[src/rtl/bcd_counter_n.sv]
// Multi-digit packed-BCD up/down counter with a programmable terminal value.
// The counter supports synchronous clear, parallel load with a sticky illegal-load flag, and a combinational carry/borrow.
module bcd_counter_n #(
  parameter int                    DIGITS = 2,
  parameter logic [4*DIGITS-1:0]   TOP    = 8'h59
) (
  input  logic                     Clk,
  input  logic                     Rn,
  input  logic                     Clr,
  input  logic                     Ld,
  input  logic [4*DIGITS-1:0]      D,
  input  logic                     En,
  input  logic                     Up,
  output logic [4*DIGITS-1:0]      Q,
  output logic                     Co,
  output logic                     Err
);

  localparam int W = 4 * DIGITS;

  // True when every nibble of v is a decimal digit.
  function automatic logic digits_legal(input logic [W-1:0] v);
    logic ok;
    ok = 1'b1;
    for (int i = 0; i < DIGITS; i++) begin
      if (v[4*i +: 4] > 4'd9) ok = 1'b0;
    end
    return ok;
  endfunction

  // Ripple a +1 through the digits; each digit wraps 9 -> 0 independently.
  function automatic logic [W-1:0] bcd_inc(input logic [W-1:0] v);
    logic [W-1:0] r;
    logic         carry;
    r     = v;
    carry = 1'b1;
    for (int i = 0; i < DIGITS; i++) begin
      if (carry) begin
        if (v[4*i +: 4] == 4'd9) begin
          r[4*i +: 4] = 4'd0;
        end else begin
          r[4*i +: 4] = v[4*i +: 4] + 4'd1;
          carry       = 1'b0;
        end
      end
    end
    return r;
  endfunction

  function automatic logic [W-1:0] bcd_dec(input logic [W-1:0] v);
    logic [W-1:0] r;
    logic         borrow;
    r      = v;
    borrow = 1'b1;
    for (int i = 0; i < DIGITS; i++) begin
      if (borrow) begin
        if (v[4*i +: 4] == 4'd0) begin
          r[4*i +: 4] = 4'd9;
        end else begin
          r[4*i +: 4] = v[4*i +: 4] - 4'd1;
          borrow      = 1'b0;
        end
      end
    end
    return r;
  endfunction

  logic [W-1:0] q_q, q_d;
  logic         err_q, err_d;
  logic         at_top, at_zero, load_ok;

  assign at_top  = (q_q == TOP);
  assign at_zero = (q_q == '0);
  // With legal digits, an unsigned compare of packed BCD orders values decimally.
  assign load_ok = digits_legal(D) && (D <= TOP);

  always_comb begin
    q_d   = q_q;
    err_d = err_q;
    if (Clr) begin
      q_d   = '0;
      err_d = 1'b0;
    end else if (Ld) begin
      if (load_ok) begin
        q_d = D;
      end else begin
        q_d   = '0;
        err_d = 1'b1;
      end
    end else if (En) begin
      if (Up) q_d = at_top  ? '0  : bcd_inc(q_q);
      else    q_d = at_zero ? TOP : bcd_dec(q_q);
    end
  end

  always_ff @(posedge Clk or negedge Rn) begin
    if (!Rn) begin
      q_q   <= '0;
      err_q <= 1'b0;
    end else begin
      q_q   <= q_d;
      err_q <= err_d;
    end
  end

  assign Q   = q_q;
  assign Err = err_q;
  assign Co  = En & ~Clr & ~Ld & (Up ? at_top : at_zero);

endmodule

[config.mk]
export PLATFORM = sky130hd
export DESIGN_NAME = bcd_counter_n
export DESIGN_NICKNAME = d
export VERILOG_FILES = /design/src/rtl/bcd_counter_n.sv
export SDC_FILE = /design/constraint.sdc
export NUM_CORES = 1
export LEC_CHECK = 0
export ABC_AREA = 1
export CORE_MARGIN = 1.5
export CORE_UTILIZATION = 52
export CTS_CLUSTER_SIZE = 40
export DETAILED_ROUTE_END_ITERATION = 6
export GPL_TIMING_DRIVEN = 0
export PLACE_DENSITY = 0.8
export RECOVER_POWER = 100
export SLEW_MARGIN = 20
export SYNTH_ARGS = -nofsm -noshare
export SYNTH_HDL_FRONTEND = slang
export SYNTH_SLANG_ARGS = --single-unit
[constraint.sdc]
create_clock -name Clk -period 2.18 [get_ports Clk]
set_clock_uncertainty 0.05 [all_clocks]
set_input_delay 0.218 -clock Clk [delete_from_list [all_inputs] [get_ports Clk]]
set_output_delay 0.218 -clock Clk [all_outputs]
set_load 0.01 [all_outputs]
==> flow_metrics.tcl <==
set metrics [dict create \
    grt_overflow 0 \
    status "complete, no violations" \
    dr.first_iter.drc_count 22 \
    wl_per_cell_um 10.9 \
    routed_wl_mm 2.22 \
    via_count 1008 \
    cts-root-buf "clkbuf_4" \
    slowest_stage "dfrtp_1" \
    io_pins 24 \
    drive_gt1_share_pct 20.8 \
    finalNonFillerCells 203 \
    grt_max_degree 11 \
    power_density_nw_per_um2 453 \
    area_delta_synth_final_pct 30.4 \
    cp_num_buf_inv 2 \
    clock_tree.buffer_depth 2 \
    path_max_fanout 6 \
    grt_pass1_wl_mm 3.48 \
    hold_class "in -> reg" \
    fin_hold_ws_ps 243 \
    layout_min_cycle_time_ps 2020 \
    irDropWorstVdd_mv 0.388 \
    drv_slew 0 \
    rows 15 \
    cp-end-kind "output port" \
    p_total_mw 0.564 \
    syn-cell-area_um2 956 \
    fin_tns_setup_ps 0 \
    cts_made_buffers 3 \
    pwr-share-clk_pct 22.8 \
    cp.required_ps 1910 \
    die_h_um 45.9 \
    critPathKind "reg -> out" \
    cap_violations 0 \
    crit_chain "inv_2, ha_1, nand3_2, nand2_2, nand3_2, nor2_2, nor3b_2, clkbuf_2" \
    hold_violations 0 \
    vias_per_cell 4.97 \
    seq_area_frac_synth_pct 23.6 \
    setup_violations 0 \
    grt_pass1_vias 857 \
    ys_warn_count 0 \
    numClockSinks 9 \
    crit_family "simple AND/OR/NAND/NOR gates" \
    core_area_um2 1730 \
    initial_core_util_pct 55.4 \
    period_share_pct 92.8 \
    dp.cells 197 \
    max_stage_delay_ps 450 \
    seq_power_share_pct 35.9 \
    layout.nets 197 \
    synth-seq-cells 9 \
    yosysUniqueCellTypes 26 \
    worstPathArrival_ps 1750 \
    switching_share_pct 37.1 \
    power_switching_mw 0.209 \
    n_antenna_cell 0 \
    gp_congestion 0.823 \
    io_buffer_count 22 \
    cts_tree "built" \
    layout_commonest_cell "nand2_1" \
    grtUsageMet2_pct 36.1 \
    drtAntennaViolNets 0 \
    design_area_um2 1250 \
    dp_hpwl_mm 1.77 \
    max_freq_mhz 494 \
    slew_headroom_pct 71.5 \
    met1_usage_pct 32.0 \
    firstDrtPassIters 4 \
    synth_cells 150 \
    final_cell_mix "nand2_1, nor2_1, nand3_1" \
    grt_busiest_layer "met2" \
    clkLatencyLatePin_ps 260 \
    rsz0062_at_grt "no" \
    postCtsHoldBufs 0 \
    crit_top_cell "nand3_2" \
    global_route.usage.met3_pct 1.19 \
    h-tree-depth 1 \
    dpl_cell_area_um2 1210 \
    leakagePower_nw 0.653 \
    critPathLaunchType "register" \
    antenna_found_initial 0 \
    clkTransAtPathRegs_ps 60 \
    syn_area_per_cell_um2 6.37 \
    combPwrFrac_pct 41.3 \
    track_usage_pct 22.7 \
    synth.net_count 168 \
    tightest_slew_ps 426 \
    remaining_drc_errors 0 \
    die_w_um 45.9 \
    internal-power_mw 0.355 \
    fp.dieArea_um2 2100 \
]
==> power by group through the flow <==
stage          registers [mW]  clock network [mW]  logic (mW)
5_1_grt                 0.205               0.135       0.262
4_1_cts                 0.204               0.130       0.234
3_3_place_gp            0.205                   0       0.228
3_5_place_dp            0.206                   0       0.233
6_report                0.203               0.128       0.233
2_1_floorplan           0.208                   0       0.143
==> cell usage after synthesis, drive strengths merged <==
library cell	n	area, um^2
nand3	22	153
xnor2	1	8.76
nor4	1	6.26
o211ai	1	7.51
nor2	26	115
dfrtp	9	225
ha	4	50.1
nand4	3	18.8
inv	18	75.1
buf	4	32.5
nor3b	1	12.5
o21ai	9	45.0
a21oi	2	10.0
nand2	48	190
or2	1	6.26
==> layout make-up <==
cell class / count / area, um^2
Multi-Input combinational cell: 119 / 626
Fill cell: 161 / 480
Timing Repair Buffer: 24 / 230
Sequential cell: 9 / 225
Inverter: 18 / 75.1
Buffer: 4 / 32.5
Tap cell: 25 / 31.3
Clock buffer: 4 / 26.3
==> state kept, by name, indices dropped and copies added, names as in the netlist <==
name / cells
Q: 8
Err: 1
==> worst reg2reg max path, delay by kind of cell, from the launching register on <==
family                     cells  cell delay (ps)
DFF                            1              450
and+or+nand+nor                4              380
AOI/OAI and AO/OA              2              190
adders and majority gates      1              180
buffers and inverters          2              170
==> layer usage <==
layer | wire length (um) | part of all wire (%)
met3 | 96 | 4.3
met5 | 0 | 0
met1 | 1070 | 48
met2 | 1020 | 46
met4 | 26 | 1.2
==> what timing repair did <==
action | CTS | global route
buffers inserted | 0 | 2
gates resized for setup | 4 | 4
endpoints found under the setup margin | 1 | 1
==> through the flow <==
| stage | util, % | worst slack (ps) |
|---|---|---|
| 6_report | 72.2 | 157 |
| 5_1_grt | 72.2 | 27.6 |
| 4_1_cts | 71.4 | 7.74 |
| 3_5_place_dp | 69.9 | -9.61 |
| 3_3_place_gp | 69.9 | 2.21 |
| 2_1_floorplan | - | 560 |
==> path summary, 6_finish.rpt <==
path | start | end | slack, ps | cells past startpoint
hold reg to reg | Err$_DFFE_PN0P_ | Err$_DFFE_PN0P_ | 490 | 2
min in group asynchronous | Rn | Q[2]$_DFFE_PN0P_ | 280 | 1
hold / removal | Up | Q[7]$_DFFE_PN0P_ | 240 | 4
setup / recovery | Q[1]$_DFFE_PN0P_ | Co | 160 | 8
max in group asynchronous | Rn | Q[7]$_DFFE_PN0P_ | 1500 | 1
setup reg to reg | Q[1]$_DFFE_PN0P_ | Q[2]$_DFFE_PN0P_ | 660 | 9
==> cells by family after synthesis <==
logic type	Yosys count	synth area share (%)
AND/OR/NAND/NOR	102	52.5
XOR/XNOR	1	0.916
adder cells (fa/ha/maj)	4	5.24
buffers and inverters	22	11.3
AO/OA/AOI/OAI	12	6.54
flip-flops	9	23.6
Note: power is estimated with default switching activity, not from simulation.
